<file path="config.mk">
export PLATFORM = sky130hd
export DESIGN_NAME = chargen_src_flat
export DESIGN_NICKNAME = d
export VERILOG_FILES = /design/src/rtl/chargen_src_pkg.sv /design/src/rtl/chargen_src_if.sv /design/src/rtl/chargen_pattern.sv /design/src/rtl/chargen_src.sv /design/src/flat_wrapper.sv
export SDC_FILE = /design/constraint.sdc
export NUM_CORES = 1
export LEC_CHECK = 0
export CAP_MARGIN = 20
export CORE_MARGIN = 3
export CORE_UTILIZATION = 30
export CTS_BUF_LIST = sky130_fd_sc_hd__clkbuf_16
export CTS_CLUSTER_DIAMETER = 60
export DETAILED_ROUTE_END_ITERATION = 10
export SYNTH_ARGS = -nofsm -noshare
export SYNTH_HDL_FRONTEND = slang
export SYNTH_SLANG_ARGS = --single-unit
export TNS_END_PERCENT = 50
</file>
<file path="constraint.sdc">
create_clock -name clk -period 1.8 [get_ports clk]
set_input_delay 0.36 -clock clk [delete_from_list [all_inputs] [get_ports clk]]
set_output_delay 0.36 -clock clk [all_outputs]
set_load 0.1 [all_outputs]
</file>
<file path="src/rtl/chargen_src_pkg.sv">
// rtl/chargen_src_pkg.sv - shared constants and index helper for the character generator
package chargen_src_pkg;

  // Active-low flag levels: N_TRUE means the flag is asserted.
  localparam logic N_TRUE  = 1'b0;
  localparam logic N_FALSE = 1'b1;

  localparam logic [7:0] ASCII_CR    = 8'h0D;
  localparam logic [7:0] ASCII_LF    = 8'h0A;
  localparam logic [7:0] ASCII_BANG  = 8'h21;
  localparam logic [7:0] ASCII_TILDE = 8'h7E;

  // Increment a character index and wrap to 0 when it reaches the set size.
  function automatic logic [6:0] wrap_inc(input logic [6:0] v, input logic [6:0] n);
    logic [6:0] nxt;
    nxt = v + 7'd1;
    return (nxt == n) ? 7'd0 : nxt;
  endfunction

endpackage

</file>
<file path="src/rtl/chargen_src_if.sv">
// rtl/chargen_src_if.sv - FIFO write-side bundle between the generator and the FIFO
interface chargen_src_if;
  logic       n_full;
  logic       n_wr;
  logic [7:0] port_out;
  logic       line_done;

  modport master (input n_full, output n_wr, output port_out, output line_done);
  modport slave  (output n_full, input n_wr, input port_out, input line_done);
endinterface

</file>
<file path="src/rtl/chargen_pattern.sv">
// rtl/chargen_pattern.sv - line/column position tracker producing the current byte
module chargen_pattern
  import chargen_src_pkg::*;
#(
  parameter int         LINE_LEN   = 72,
  parameter logic [7:0] FIRST_CHAR = ASCII_BANG,
  parameter logic [7:0] LAST_CHAR  = ASCII_TILDE
) (
  input  logic       clk,
  input  logic       rst,
  input  logic       advance,
  output logic [7:0] char,
  output logic       is_lf
);

  localparam logic [6:0] NCHARS = 7'(LAST_CHAR - FIRST_CHAR + 8'd1);
  localparam logic [7:0] COL_CR = 8'(LINE_LEN);
  localparam logic [7:0] COL_LF = 8'(LINE_LEN + 1);

  logic [6:0] line_base;
  logic [6:0] idx;
  logic [7:0] col;

  // Step one position per advance; after LF restart the line one character later.
  always_ff @(posedge clk) begin
    if (rst) begin
      line_base <= 7'd0;
      idx       <= 7'd0;
      col       <= 8'd0;
    end else if (advance) begin
      if (col == COL_LF) begin
        col       <= 8'd0;
        line_base <= wrap_inc(line_base, NCHARS);
        idx       <= wrap_inc(line_base, NCHARS);
      end else begin
        col <= col + 8'd1;
        if (col < COL_CR) begin
          idx <= wrap_inc(idx, NCHARS);
        end
      end
    end
  end

  // Map the current position to its byte value.
  always_comb begin
    char  = FIRST_CHAR + {1'b0, idx};
    is_lf = 1'b0;
    if (col == COL_CR) begin
      char = ASCII_CR;
    end else if (col == COL_LF) begin
      char  = ASCII_LF;
      is_lf = 1'b1;
    end
  end

endmodule

</file>
<file path="src/rtl/chargen_src.sv">
// rtl/chargen_src.sv - three-cycle-per-byte FIFO writer for the rotating character stream
module chargen_src
  import chargen_src_pkg::*;
#(
  parameter int         LINE_LEN   = 72,
  parameter logic [7:0] FIRST_CHAR = ASCII_BANG,
  parameter logic [7:0] LAST_CHAR  = ASCII_TILDE
) (
  input  logic          clk,
  input  logic          rst,
  input  logic          en,
  chargen_src_if.master fifo
);

  typedef enum logic [1:0] {
    SETUP = 2'd0,
    STB   = 2'd1,
    HOLD  = 2'd2
  } state_t;

  state_t     state;
  logic [7:0] next_char;
  logic       next_is_lf;
  logic       advance;

  // The pattern moves on while the strobe is low, so during HOLD it already
  // presents the following byte, ready to load into port_out on the HOLD edge.
  assign advance = (state == STB);

  chargen_pattern #(
    .LINE_LEN  (LINE_LEN),
    .FIRST_CHAR(FIRST_CHAR),
    .LAST_CHAR (LAST_CHAR)
  ) u_pattern (
    .clk    (clk),
    .rst    (rst),
    .advance(advance),
    .char   (next_char),
    .is_lf  (next_is_lf)
  );

  // SETUP/STB/HOLD sequencer with registered strobe, data and line pulse.
  always_ff @(posedge clk) begin
    if (rst) begin
      state          <= SETUP;
      fifo.n_wr      <= N_FALSE;
      fifo.port_out  <= FIRST_CHAR;
      fifo.line_done <= 1'b0;
    end else begin
      case (state)
        SETUP: begin
          fifo.line_done <= 1'b0;
          if (en && (fifo.n_full == N_FALSE)) begin
            state     <= STB;
            fifo.n_wr <= N_TRUE;
          end else begin
            fifo.n_wr <= N_FALSE;
          end
        end
        STB: begin
          state          <= HOLD;
          fifo.n_wr      <= N_FALSE;
          fifo.line_done <= next_is_lf;
        end
        HOLD: begin
          state          <= SETUP;
          fifo.n_wr      <= N_FALSE;
          fifo.port_out  <= next_char;
          fifo.line_done <= 1'b0;
        end
        default: begin
          state          <= SETUP;
          fifo.n_wr      <= N_FALSE;
          fifo.line_done <= 1'b0;
        end
      endcase
    end
  end

endmodule

</file>
<file path="src/flat_wrapper.sv">
// flat-port wrapper written by rule: the top's interface ports become plain ports
module chargen_src_flat import chargen_src_pkg::*;
#(
  parameter int         LINE_LEN   = 72,
  parameter logic [7:0] FIRST_CHAR = ASCII_BANG,
  parameter logic [7:0] LAST_CHAR  = ASCII_TILDE
)
  (clk, rst, en, fifo_n_full, fifo_n_wr, fifo_port_out, fifo_line_done);
  chargen_src_if fifo_i ();
  input  logic clk;
  input  logic rst;
  input  logic en;
  input wire logic [$bits(fifo_i.n_full)-1:0] fifo_n_full;
  output wire logic [$bits(fifo_i.n_wr)-1:0] fifo_n_wr;
  output wire logic [$bits(fifo_i.port_out)-1:0] fifo_port_out;
  output wire logic [$bits(fifo_i.line_done)-1:0] fifo_line_done;
  assign fifo_i.n_full = fifo_n_full;
  assign fifo_n_wr = fifo_i.n_wr;
  assign fifo_port_out = fifo_i.port_out;
  assign fifo_line_done = fifo_i.line_done;
  chargen_src #(.LINE_LEN(LINE_LEN), .FIRST_CHAR(FIRST_CHAR), .LAST_CHAR(LAST_CHAR)) u_core (.clk(clk), .rst(rst), .en(en), .fifo(fifo_i));
endmodule
</file>
==> reports/summary.txt, run 1 <==
Core Footprint -> 5570 um2
Outcome -> finished clean
Final hold violation count -> 0
Synth Area in Compound Gates -> 18.1%
CP peak stage delay -> 0.36 ns
Sequential area share after synthesis -> 38.8%
Wire per inst -> 13.3 um
FFs w/ async S/R, synth -> 0%
Top_reg_cell synth -> dfxtp_1
Largest net degree at the start of global routing -> 17
Crit start category -> flip-flop
Max-Cap Viols -> 0
Drt pass-1 iters -> 4
Final setup fails -> 0
Nets -> 260
Worst R2R Path Depth -> 8
Number of synthesized flops with an enable pin -> 0
VDD IR max -> 0.000523 V
Most frequent cells in the layout -> 30 x dfxtp_1, 25 x nand2_1, 25 x buf_4
Synth area leader -> dfxtp_1
Top cell type's share of synthesized area -> 38.8%
FF/Latch Area -> 688 um2
Worst reg2reg path endpoint -> u_core.u_pattern.line_base[2]
Slowest CP cell -> dfxtp_2
Remaining global-route overflow -> 0
Drt via density -> 5.01
Power Density -> 780 nW/um2
Initial antenna violation count -> 0
ANT cells -> 0
Total I/O pin count -> 14
Gpl congestion -> 0.838
Commonest non-fill, non-tap cell in the layout -> dfxtp_1
Crit path kind -> flip-flop to flip-flop
Worst Path Required -> 1.97 ns
CTS Buf Count -> 5
CTS tree -> built
Max-slew headroom -> 75.3%
Max Root-Sink Buffers -> 2
Gate Count Post-Synth -> 209
Post-Syn Area -> 1750 um2
Syn nets -> 220
Worst skew pair latency -> 0.28 ns
DRC -> 0
Syn Area/Cell -> 8.39 um2
CTS HTree Levels -> 2
Mux share of post-synthesis cell area -> 0%
Lkg Pwr -> 1.02 nW
Setup crit end kind -> flip-flop
Worst path cell trace -> ha_4, and3_4, nand3_2, xor2_2, o311ai_4, buf_6, nor3b_1, a21o_1
CTS Root Buffer Type -> clkbuf_16
Worst hold stages -> 2
Clock-pin slew on the worst setup and hold paths -> 0.05 ns
First-pass GRT wire length -> 6.89 mm
Endpoint, Worst Hold -> u_core.u_pattern.line_base[6]
Initial Util -> 31.4%
IO buf count -> 13
DIE HEIGHT -> 82.4 um
RSZ-0062 raised after global routing -> yes
Clk_skew -> 0.00693 ns
Tmin final -> 1.77 ns
Crit-path max FO -> 5
Post-Synth XOR/XNOR Area -> 8.99%
Pwr Total -> 2.01 mW
Clock net sink count -> 34
Iter 0 DRT Violations -> 88
Vias in the first global route -> 1,460
Largest family of logic cells by synthesized area -> simple AND/OR/NAND/NOR gates
R2r startpoint -> u_core.u_pattern.line_base[1]
Die X-Extent -> 82.4 um
Setup total negative slack -> 0 ns
Hold wc startpoint -> u_core.u_pattern.line_base[6]
Layout cells sized above 1 -> 28.8%
Post-Synth Simple-Gate Area -> 24.0%
Fillers -> 522
Synth area leaders -> dfxtp_1 39%, xor2_1 5.5%, nand2_1 5.4%
Via count -> 1,612
Footprint of the multi-input gates -> 1100 um2
R2R Setup Slk -> 0.03 ns
Final period utilization -> 98.2%
Yosys Warn Count -> 0
Critical Path AT -> 1.93 ns
FP Rows -> 27
Final HPWL DP -> 3.06 mm
Worst hold path class -> flip-flop to flip-flop
Synth Register Bits -> 34
Total track usage -> 13.4%
Synthesis-to-finish area growth -> 46.8%
Post-synthesis adder-cell area fraction -> 5.00%
Max-slew violations -> 0
Final wirelength -> 4.28 mm
Netlist cell types -> 44
Max Freq -> 566 MHz
Number of nets with antenna violations after routing -> 0
Die ar. -> 6800 um2
Worst slew pin tran -> 0.371 ns
routing by layer:
metal	track usage, %	routed length [um]	vias to the layer above
li1	-	-	815
met1	17.1	2020	771
met2	21.5	2050	19
met3	3.04	114	7
met4	5.65	98	0
met5	0	0	-
sequential cells by signal, summed over array words and instances, names as in the netlist:
name / count
u_core.u_pattern.line_base: 7
u_core.fifo.port_out: 8
u_core.u_pattern.idx: 7
u_core.state: 2
u_core.fifo.n_wr: 1
u_core.fifo.line_done: 1
u_core.u_pattern.col: 8
critical path, delay by kind of cell, from the launching register on:
kind / cells / cell delay (ns)
adder cells (fa/ha/maj): 1 / 0.16
flip-flops: 1 / 0.36
XOR/XNOR: 1 / 0.18
AND/OR/NAND/NOR: 3 / 0.31
buffers and inverters: 1 / 0.17
AO/OA/AOI/OAI: 2 / 0.48
metrics by stage:
step	setup WS, ns	hold WS, ns	std cells	util [%]	instance area, um2
3_3_place_gp	0.0384	0.487	310	39.7	2210
6_report	0.0322	0.504	322	46.2	2570
4_1_cts	0.00489	0.483	319	44.0	2450
5_1_grt	-0.0336	0.519	322	46.2	2570
2_1_floorplan	-0.0364	0.445	209	-	1760
3_5_place_dp	-0.00772	0.471	310	39.7	2210
layout make-up:
class	count	area share [%]
Timing Repair Buffer	42	18.0
Clock buffer	5	4.86
Multi-Input combinational cell	156	42.8
Inverter	10	1.46
Sequential cell	34	26.7
Clock inverter	3	2.67
Tap cell	72	3.50
cell families after synthesis:
group,Yosys count
AND/OR/NAND/NOR,86
AO/OA/AOI/OAI,45
flip-flops,34
buffers and inverters,19
XOR/XNOR,18
adder cells (fa/ha/maj),7
worst max path at each step:
stage	start	to	slack, ns	cells past startpoint
6_report	u_core.u_pattern.line_base[1]	u_core.u_pattern.line_base[2]	0.03	8
5_1_grt	u_core.u_pattern.line_base[1]	u_core.u_pattern.line_base[2]	-0.03	8
2_1_floorplan	u_core.u_pattern.idx[0]	u_core.u_pattern.idx[4]	-0.04	8
4_1_cts	u_core.u_pattern.line_base[1]	u_core.u_pattern.line_base[2]	0.005	8
3_3_place_gp	u_core.u_pattern.idx[0]	u_core.u_pattern.idx[2]	0.04	7
3_5_place_dp	u_core.u_pattern.line_base[1]	u_core.u_pattern.line_base[2]	-0.008	8
report_power, final:
part	total, mW	internal [mW]	switching [mW]
registers	0.770	0.760	0.0101
clock network	1.13	0.795	0.330
logic	0.113	0.0446	0.0682
total	2.01	1.60	0.408
cell usage after synthesis (3+ instances only):
library cell / count
dfxtp_1: 34
nand2_1: 25
nor2_1: 22
a21oi_1: 13
xor2_1: 11
inv_1: 10
nand3_1: 9
ha_1: 7
xnor2_1: 7
nand2b_1: 6
o21ai_0: 6
nand4_1: 5
clkbuf_1: 4
a22oi_1: 3
and3_1: 3
nor3_1: 3
o221ai_1: 3
or3_1: 3
timing repair:
item                                    4_1_cts  5_1_grt
hold buffers                                  0        0
pin swaps                                     1        6
resized for setup                             6       23
setup buffers                                 1        3
endpoints found under the setup margin        2       13
Power figures use the tool's default switching activity.
==> run 2: changes to the inputs <==
--- a/config.mk
+++ b/config.mk
@@ -7,10 +7,11 @@
 export LEC_CHECK = 0
 export CAP_MARGIN = 20
 export CORE_MARGIN = 3
-export CORE_UTILIZATION = 30
+export CORE_UTILIZATION = 51
 export CTS_BUF_LIST = sky130_fd_sc_hd__clkbuf_16
 export CTS_CLUSTER_DIAMETER = 60
 export DETAILED_ROUTE_END_ITERATION = 10
+export PLACE_DENSITY = 0.74
 export SYNTH_ARGS = -nofsm -noshare
 export SYNTH_HDL_FRONTEND = slang
 export SYNTH_SLANG_ARGS = --single-unit
==> reports/summary.txt, run 2 (synthesis gave the netlist of run 1 again) <==
Crit path kind -> flip-flop to flip-flop (unchanged)
ANT cells -> 0 (unchanged)
DRC -> 0 (unchanged)
Worst slew pin tran -> 0.408 ns (was 0.371 ns)
Seq pwr share -> 45.9% (was 38.4%)
Comb pwr share -> 6.7% (was 5.6%)
Setup total negative slack -> 0 ns (unchanged)
Pwr Total -> 1.69 mW (was 2.01 mW)
CTS tree -> built (unchanged)
Iter 0 DRT Violations -> 177 (was 88)
Clock net sink count -> 34 (unchanged)
Final hold violation count -> 0 (unchanged)
Tmin final -> 1.79 ns (was 1.77 ns)
Clock-pin slew on the worst setup and hold paths -> 0.05 ns (about the same)
Placed cell count -> 280 (was 310)
Worst skew pair latency -> 0.28 ns (about the same)
CP peak stage delay -> 0.35 ns (was 0.36 ns)
Sw power -> 0.383 mW (was 0.408 mW)
Worst setup path end -> u_core.u_pattern.line_base[2] (unchanged)
Leading registers by flop count -> u_core.fifo.port_out x8, u_core.u_pattern.col x8 (unchanged)
Drt via density -> 5.77 (was 5.01)
Sw frac -> 22.7% (was 20.3%)
CTS Root Buffer Type -> clkbuf_16 (unchanged)
CTS Buf Count -> 5 (unchanged)
Drt pass-1 iters -> 4 (unchanged)
Max-slew headroom -> 72.6% (was 75.3%)
Final wirelength -> 4.39 mm (was 4.28 mm)
Crit path max-delay family -> compound AO/OA/AOI/OAI gates (unchanged)
Final HPWL DP -> 3.08 mm (was 3.06 mm)
Max-Cap Viols -> 0 (unchanged)
Via count -> 1,680 (was 1,612)
Worst hold path class -> flip-flop to flip-flop (unchanged)
DIE HEIGHT -> 64.6 um (was 82.4 um)
Max Freq -> 558 MHz (was 566 MHz)
VDD IR max -> 0.000611 V (was 0.000523 V)
Initial antenna violation count -> 0 (unchanged)
Crit-path max FO -> 5 (unchanged)
Final period utilization -> 99.5% (was 98.2%)
Number of nets with antenna violations after routing -> 0 (unchanged)
Hold wc startpoint -> u_core.u_pattern.line_base[6] (unchanged)
Cell internal pwr -> 1.30 mW (was 1.60 mW)
Die ar. -> 4180 um2 (was 6800 um2)
RSZ-0062 raised after global routing -> yes (unchanged)
Final Util -> 76.2% (was 46.2%)
Gpl congestion -> 0.858 (was 0.838)
Layout cells sized above 1 -> 23.5% (was 28.8%)
Finished Layout Cells -> 291 (was 322)
Slowest CP cell -> dfxtp_2 (unchanged)
Critical Path AT -> 1.96 ns (was 1.93 ns)
Critical path buffer and inverter count -> 1 (unchanged)
Initial Util -> 55.6% (was 31.4%)
Most frequent cells in the layout -> 31 x dfxtp_1, 24 x nand2_1, 24 x buf_4 (was 30 x dfxtp_1, 25 x nand2_1, 25 x buf_4)
IO buf count -> 13 (unchanged)
Clk network pwr share -> 47.5% (was 56.0%)
Worst path cell trace -> ha_4, xor2_2, and3_4, nand2_4, o311ai_4, buf_6, o21ai_1, a21o_1 (was ha_4, and3_4, nand3_2, xor2_2, o311ai_4, buf_6, nor3b_1, a21o_1)
Vias in the first global route -> 1,585 (was 1,460)
Core Footprint -> 3150 um2 (was 5570 um2)
Setup crit end kind -> flip-flop (unchanged)
Total track usage -> 22.2% (was 13.4%)
CTS Hold Bufs -> 0 (unchanged)
Nets -> 257 (was 260)
Worst Path Required -> 1.97 ns (about the same)
Wire per inst -> 15.1 um (was 13.3 um)
First-pass GRT wire length -> 7.20 mm (was 6.89 mm)
Commonest non-fill, non-tap cell in the layout -> dfxtp_1 (unchanged)
FP Rows -> 20 (was 27)
Max-slew violations -> 0 (unchanged)
Worst R2R Path Depth -> 8 (unchanged)
Crit start category -> flip-flop (unchanged)
Synthesis-to-finish area growth -> 37.0% (was 46.8%)
Final setup fails -> 0 (unchanged)
Clk_skew -> 0.00672 ns (was 0.00693 ns)
Total I/O pin count -> 14 (unchanged)
Lkg Pwr -> 0.963 nW (was 1.02 nW)
Max Root-Sink Buffers -> 2 (unchanged)
Fillers -> 226 (was 522)
Worst hold stages -> 2 (unchanged)
R2r startpoint -> u_core.u_pattern.line_base[0] (was u_core.u_pattern.line_base[1])
R2R Setup Slk -> 0.009 ns (was 0.03 ns)
Worst path depth -> 8 (unchanged)
Die X-Extent -> 64.6 um (was 82.4 um)
CTS HTree Levels -> 2 (unchanged)
Outcome -> finished clean (unchanged)
Worst reg2reg path endpoint -> u_core.u_pattern.line_base[2] (unchanged)
Remaining global-route overflow -> 0 (unchanged)
Largest net degree at the start of global routing -> 17 (unchanged)
Power Density -> 702 nW/um2 (was 780 nW/um2)
Crit path from -> u_core.u_pattern.line_base[0] (was u_core.u_pattern.line_base[1])
## run 2: cell count changes in the layout (fill, tap and decap cells not counted), moves of 2 or more
cell,before,now
nand2b_4,2,0
nor2_2,2,0
nand2b_1,4,6
nor2_1,20,22
buf_6,4,2
bufinv_16,2,0
## run 2: final cells by class
cell class,instances,area [um2],share of cell area (%)
Clock buffer,5,125,5.21
Clock inverter,3,12.5,0.521
Inverter,10,37.5,1.56
Multi-Input combinational cell,156,1050,43.9
Sequential cell,34,684,28.5
Tap cell,44,55.1,2.29
Timing Repair Buffer,39,433,18.0
## run 2: repair_timing
action / in CTS / in global routing
gates cloned: 1 / 0
resized for setup: 5 / 13
pin swaps: 1 / 2
setup buffers: 1 / 1
setup endpoints to repair: 4 / 13
## run 2: per-layer routing
layer  vias to the layer above  global-route usage (%)  part of all wire [%]  routed length, um
met1                       788                    26.8                    42               1840
met4                         0                    8.97                   2.4                105
met3                        14                    5.03                   6.4                282
li1                        811                       -                     -                  -
met2                        67                    38.0                    49               2170
met5                         -                       0                     0                  0
## run 2: power by group through the flow
stage          clock network [mW]  registers, mW  logic (mW)
4_1_cts                     0.803          0.772       0.111
5_1_grt                     0.842          0.774       0.120
6_report                    0.801          0.774       0.113
3_5_place_dp                    0          0.787       0.110
3_3_place_gp                    0          0.787       0.107
2_1_floorplan                   0          0.811      0.0427
## run 2: worst reg2reg max path, delay by kind of cell, from the launching register on
| family | cells | cell delay (ns) |
|---|---|---|
| adder cells (fa/ha/maj) | 1 | 0.15 |
| XOR/XNOR | 1 | 0.16 |
| AO/OA/AOI/OAI | 3 | 0.57 |
| AND/OR/NAND/NOR | 2 | 0.27 |
| buffers and inverters | 1 | 0.17 |
| flip-flops | 1 | 0.35 |
## run 2: worst min path at each step
stage,to,slack [ns]
6_report,u_core.u_pattern.line_base[6],0.48
5_1_grt,u_core.u_pattern.line_base[6],0.50
4_1_cts,u_core.u_pattern.line_base[6],0.49
3_5_place_dp,u_core.u_pattern.line_base[6],0.48
3_3_place_gp,u_core.u_pattern.line_base[6],0.47
2_1_floorplan,u_core.u_pattern.line_base[6],0.44
## run 2: metrics by stage
| step | hold WS, ns | cell area (um2) | setup slack, ns |
|---|---|---|---|
| after floorplan | 0.445 | 1760 | -0.0364 |
| after global placement | 0.468 | 2160 | 0.0327 |
| after detailed placement | 0.476 | 2160 | -0.0269 |
| after CTS | 0.486 | 2340 | 0.00374 |
| after global routing | 0.504 | 2400 | -0.103 |
| final | 0.480 | 2400 | 0.00931 |
==> run 3: changes to the inputs <==
--- a/config.mk
+++ b/config.mk
@@ -6,12 +6,12 @@
 export NUM_CORES = 1
 export LEC_CHECK = 0
 export CAP_MARGIN = 20
-export CORE_MARGIN = 3
-export CORE_UTILIZATION = 51
+export CORE_MARGIN = 10
+export CORE_UTILIZATION = 57
 export CTS_BUF_LIST = sky130_fd_sc_hd__clkbuf_16
 export CTS_CLUSTER_DIAMETER = 60
 export DETAILED_ROUTE_END_ITERATION = 10
-export PLACE_DENSITY = 0.74
+export PLACE_DENSITY = 0.78
 export SYNTH_ARGS = -nofsm -noshare
 export SYNTH_HDL_FRONTEND = slang
 export SYNTH_SLANG_ARGS = --single-unit
==> constraint.sdc (replaced) <==
create_clock -name clk -period 1.71 [get_ports clk]
set_input_delay 0.342 -clock clk [delete_from_list [all_inputs] [get_ports clk]]
set_output_delay 0.342 -clock clk [all_outputs]
set_load 0.1 [all_outputs]
==> reports/summary.txt, run 3 (synthesis gave the netlist of run 1 again) <==
Outcome -> complete, but fails checks (was finished clean)
Failing checks -> negative setup slack
Largest net degree at the start of global routing -> 17 (unchanged)
Initial Util -> 58.4% (was 55.6%)
Layout cells sized above 1 -> 34.2% (was 23.5%)
Critical Path AT -> 1.99 ns (was 1.96 ns)
Final setup fails -> 13 (was 0)
Worst hold stages -> 2 (unchanged)
Total track usage -> 18.6% (was 22.2%)
Number of nets with antenna violations after routing -> 0 (unchanged)
Footprint of the multi-input gates -> 1160 um2 (was 1050 um2)
R2r startpoint -> u_core.u_pattern.line_base[0] (unchanged)
Clock net sink count -> 34 (unchanged)
Sw frac -> 23.0% (was 22.7%)
Finished Layout Cells -> 293 (was 291)
Commonest non-fill, non-tap cell in the layout -> buf_4 (was dfxtp_1)
Die ar. -> 5690 um2 (was 4180 um2)
Vias in the first global route -> 1,750 (was 1,585)
Area after DPL -> 2240 um2 (was 2160 um2)
Final period utilization -> 107% (was 99.5%)
Power Density -> 685 nW/um2 (was 702 nW/um2)
Clk_skew -> 0.00259 ns (was 0.00672 ns)
Clk network pwr share -> 47.4% (was 47.5%)
Total I/O pin count -> 14 (unchanged)
Final hold violation count -> 0 (unchanged)
Max Freq -> 546 MHz (was 558 MHz)
ANT cells -> 0 (unchanged)
Drt pass-1 iters -> 4 (unchanged)
Final HPWL DP -> 3.34 mm (was 3.08 mm)
Max-slew headroom -> 72.9% (was 72.6%)
Wire per inst -> 18.1 um (was 15.1 um)
Max Root-Sink Buffers -> 2 (unchanged)
VDD IR max -> 0.000470 V (was 0.000611 V)
Sw power -> 0.410 mW (was 0.383 mW)
Most frequent cells in the layout -> 36 x buf_4, 28 x dfxtp_1, 25 x nand2_1 (was 31 x dfxtp_1, 24 x nand2_1, 24 x buf_4)
Fin worst setup slack -> -0.123 ns (was 0.00931 ns)
First-pass GRT wire length -> 8.03 mm (was 7.20 mm)
CTS HTree Levels -> 2 (unchanged)
CTS Root Buffer Type -> clkbuf_16 (unchanged)
Synthesis-to-finish area growth -> 48.5% (was 37.0%)
R2R Setup Slk -> -0.12 ns (was 0.009 ns)
Via count -> 1,800 (was 1,680)
Endpoint, Worst Hold -> u_core.u_pattern.col[0] (was u_core.u_pattern.line_base[6])
Seq pwr share -> 45.4% (was 45.9%)
Lkg Pwr -> 1.04 nW (was 0.963 nW)
Placed cell count -> 279 (was 280)
Worst skew pair latency -> 0.28 ns (about the same)
Crit start category -> flip-flop (unchanged)
Iter 0 DRT Violations -> 138 (was 177)
RSZ-0062 raised after global routing -> yes (unchanged)
DRC -> 0 (unchanged)
Drt via density -> 6.14 (was 5.77)
Worst Path Required -> 1.87 ns (was 1.97 ns)
Hold wc startpoint -> u_core.u_pattern.col[0] (was u_core.u_pattern.line_base[6])
FF/Latch Area -> 693 um2 (was 684 um2)
Worst reg2reg path endpoint -> u_core.u_pattern.idx[4] (was u_core.u_pattern.line_base[2])
Clock-pin slew on the worst setup and hold paths -> 0.05 ns (about the same)
Initial antenna violation count -> 0 (unchanged)
Post-Layout Inst Area -> 2600 um2 (was 2400 um2)
CTS tree -> built (unchanged)
Worst hold path class -> flip-flop to flip-flop (unchanged)
Tmin final -> 1.83 ns (was 1.79 ns)
Gpl congestion -> 0.879 (was 0.858)
CTS Buf Count -> 5 (unchanged)
Crit-path max FO -> 6 (was 5)
Max-slew violations -> 0 (unchanged)
Leading registers by flop count -> u_core.fifo.port_out x8, u_core.u_pattern.col x8 (unchanged)
Comb pwr share -> 7.2% (was 6.7%)
Crit path kind -> flip-flop to flip-flop (unchanged)
Core Footprint -> 3000 um2 (was 3150 um2)
IO buf count -> 13 (unchanged)
Setup crit end kind -> flip-flop (unchanged)
FP Rows -> 20 (unchanged)
Die X-Extent -> 75.5 um (was 64.6 um)
Max-Cap Viols -> 0 (unchanged)
Worst slew pin tran -> 0.404 ns (was 0.408 ns)
Nets -> 270 (was 257)
Final wirelength -> 5.29 mm (was 4.39 mm)
Hold WS -> 0.527 ns (was 0.480 ns)
Worst R2R Path Depth -> 8 (unchanged)
Cell internal pwr -> 1.37 mW (was 1.30 mW)
Remaining global-route overflow -> 0 (unchanged)
DIE HEIGHT -> 75.5 um (was 64.6 um)
Fillers -> 153 (was 226)
run 3: through the flow:
step	TNS [ns]	setup slack, ns	util [%]	total power, mW
floorplan	0	0.0112	-	0.897
global placement	-0.00845	-0.00845	74.6	0.942
detailed placement	-0.314	-0.0825	74.6	0.946
CTS	-0.196	-0.0710	80.7	1.78
global route	-1.91	-0.187	86.7	1.83
finish	-1.01	-0.123	86.7	1.78
run 3: cell type report:
class	instances	area share, %
multi-input combinational	156	44.5
sequential	34	26.6
timing repair buffer	52	20.5
clock buffer	5	4.81
tap	33	1.59
inverter	10	1.44
clock inverter	3	0.481
run 3: worst max-delay path by stage:
stage / from / end / cells past startpoint
2_1_floorplan: u_core.u_pattern.line_base[0] / u_core.u_pattern.line_base[2] / 8
3_3_place_gp: u_core.u_pattern.line_base[1] / u_core.u_pattern.line_base[2] / 8
3_5_place_dp: u_core.u_pattern.line_base[1] / u_core.u_pattern.line_base[2] / 8
4_1_cts: u_core.u_pattern.line_base[1] / u_core.u_pattern.line_base[2] / 8
5_1_grt: u_core.u_pattern.line_base[0] / u_core.u_pattern.idx[4] / 8
6_report: u_core.u_pattern.line_base[0] / u_core.u_pattern.idx[4] / 8
run 3: metal layers:
metal / global-route usage, % / vias to the layer above / share of wire (%)
met3: 5.86 / 19 / 6.3
met2: 33.3 / 68 / 53
met5: 0 / - / 0
met1: 18.9 / 876 / 38
li1: - / 837 / -
met4: 9.48 / 0 / 3.0
run 3: critical path, cell delays in order (launching register included):
cell and delay [ns]:
dfxtp_4 0.36, ha_4 0.14, and3_4 0.21, nand3_4 0.09, xor2_4 0.19, o311ai_4 0.34, buf_6 0.19, nand2b_4 0.13
o211ai_1 0.07
run 3: what timing repair did:
action,4_1_cts,5_1_grt
buffers inserted,1,4
resized for setup,8,32
hold buffers,0,0
endpoints found under the setup margin,11,20
pin swaps,1,9
cloned,1,0
run 3: power groups by stage:
| stage | logic (mW) | clock network (mW) | registers (mW) |
|---|---|---|---|
| floorplan | 0.0450 | 0 | 0.852 |
| global placement | 0.115 | 0 | 0.827 |
| detailed placement | 0.119 | 0 | 0.828 |
| CTS | 0.121 | 0.849 | 0.811 |
| global route | 0.137 | 0.886 | 0.811 |
| finish | 0.128 | 0.845 | 0.811 |
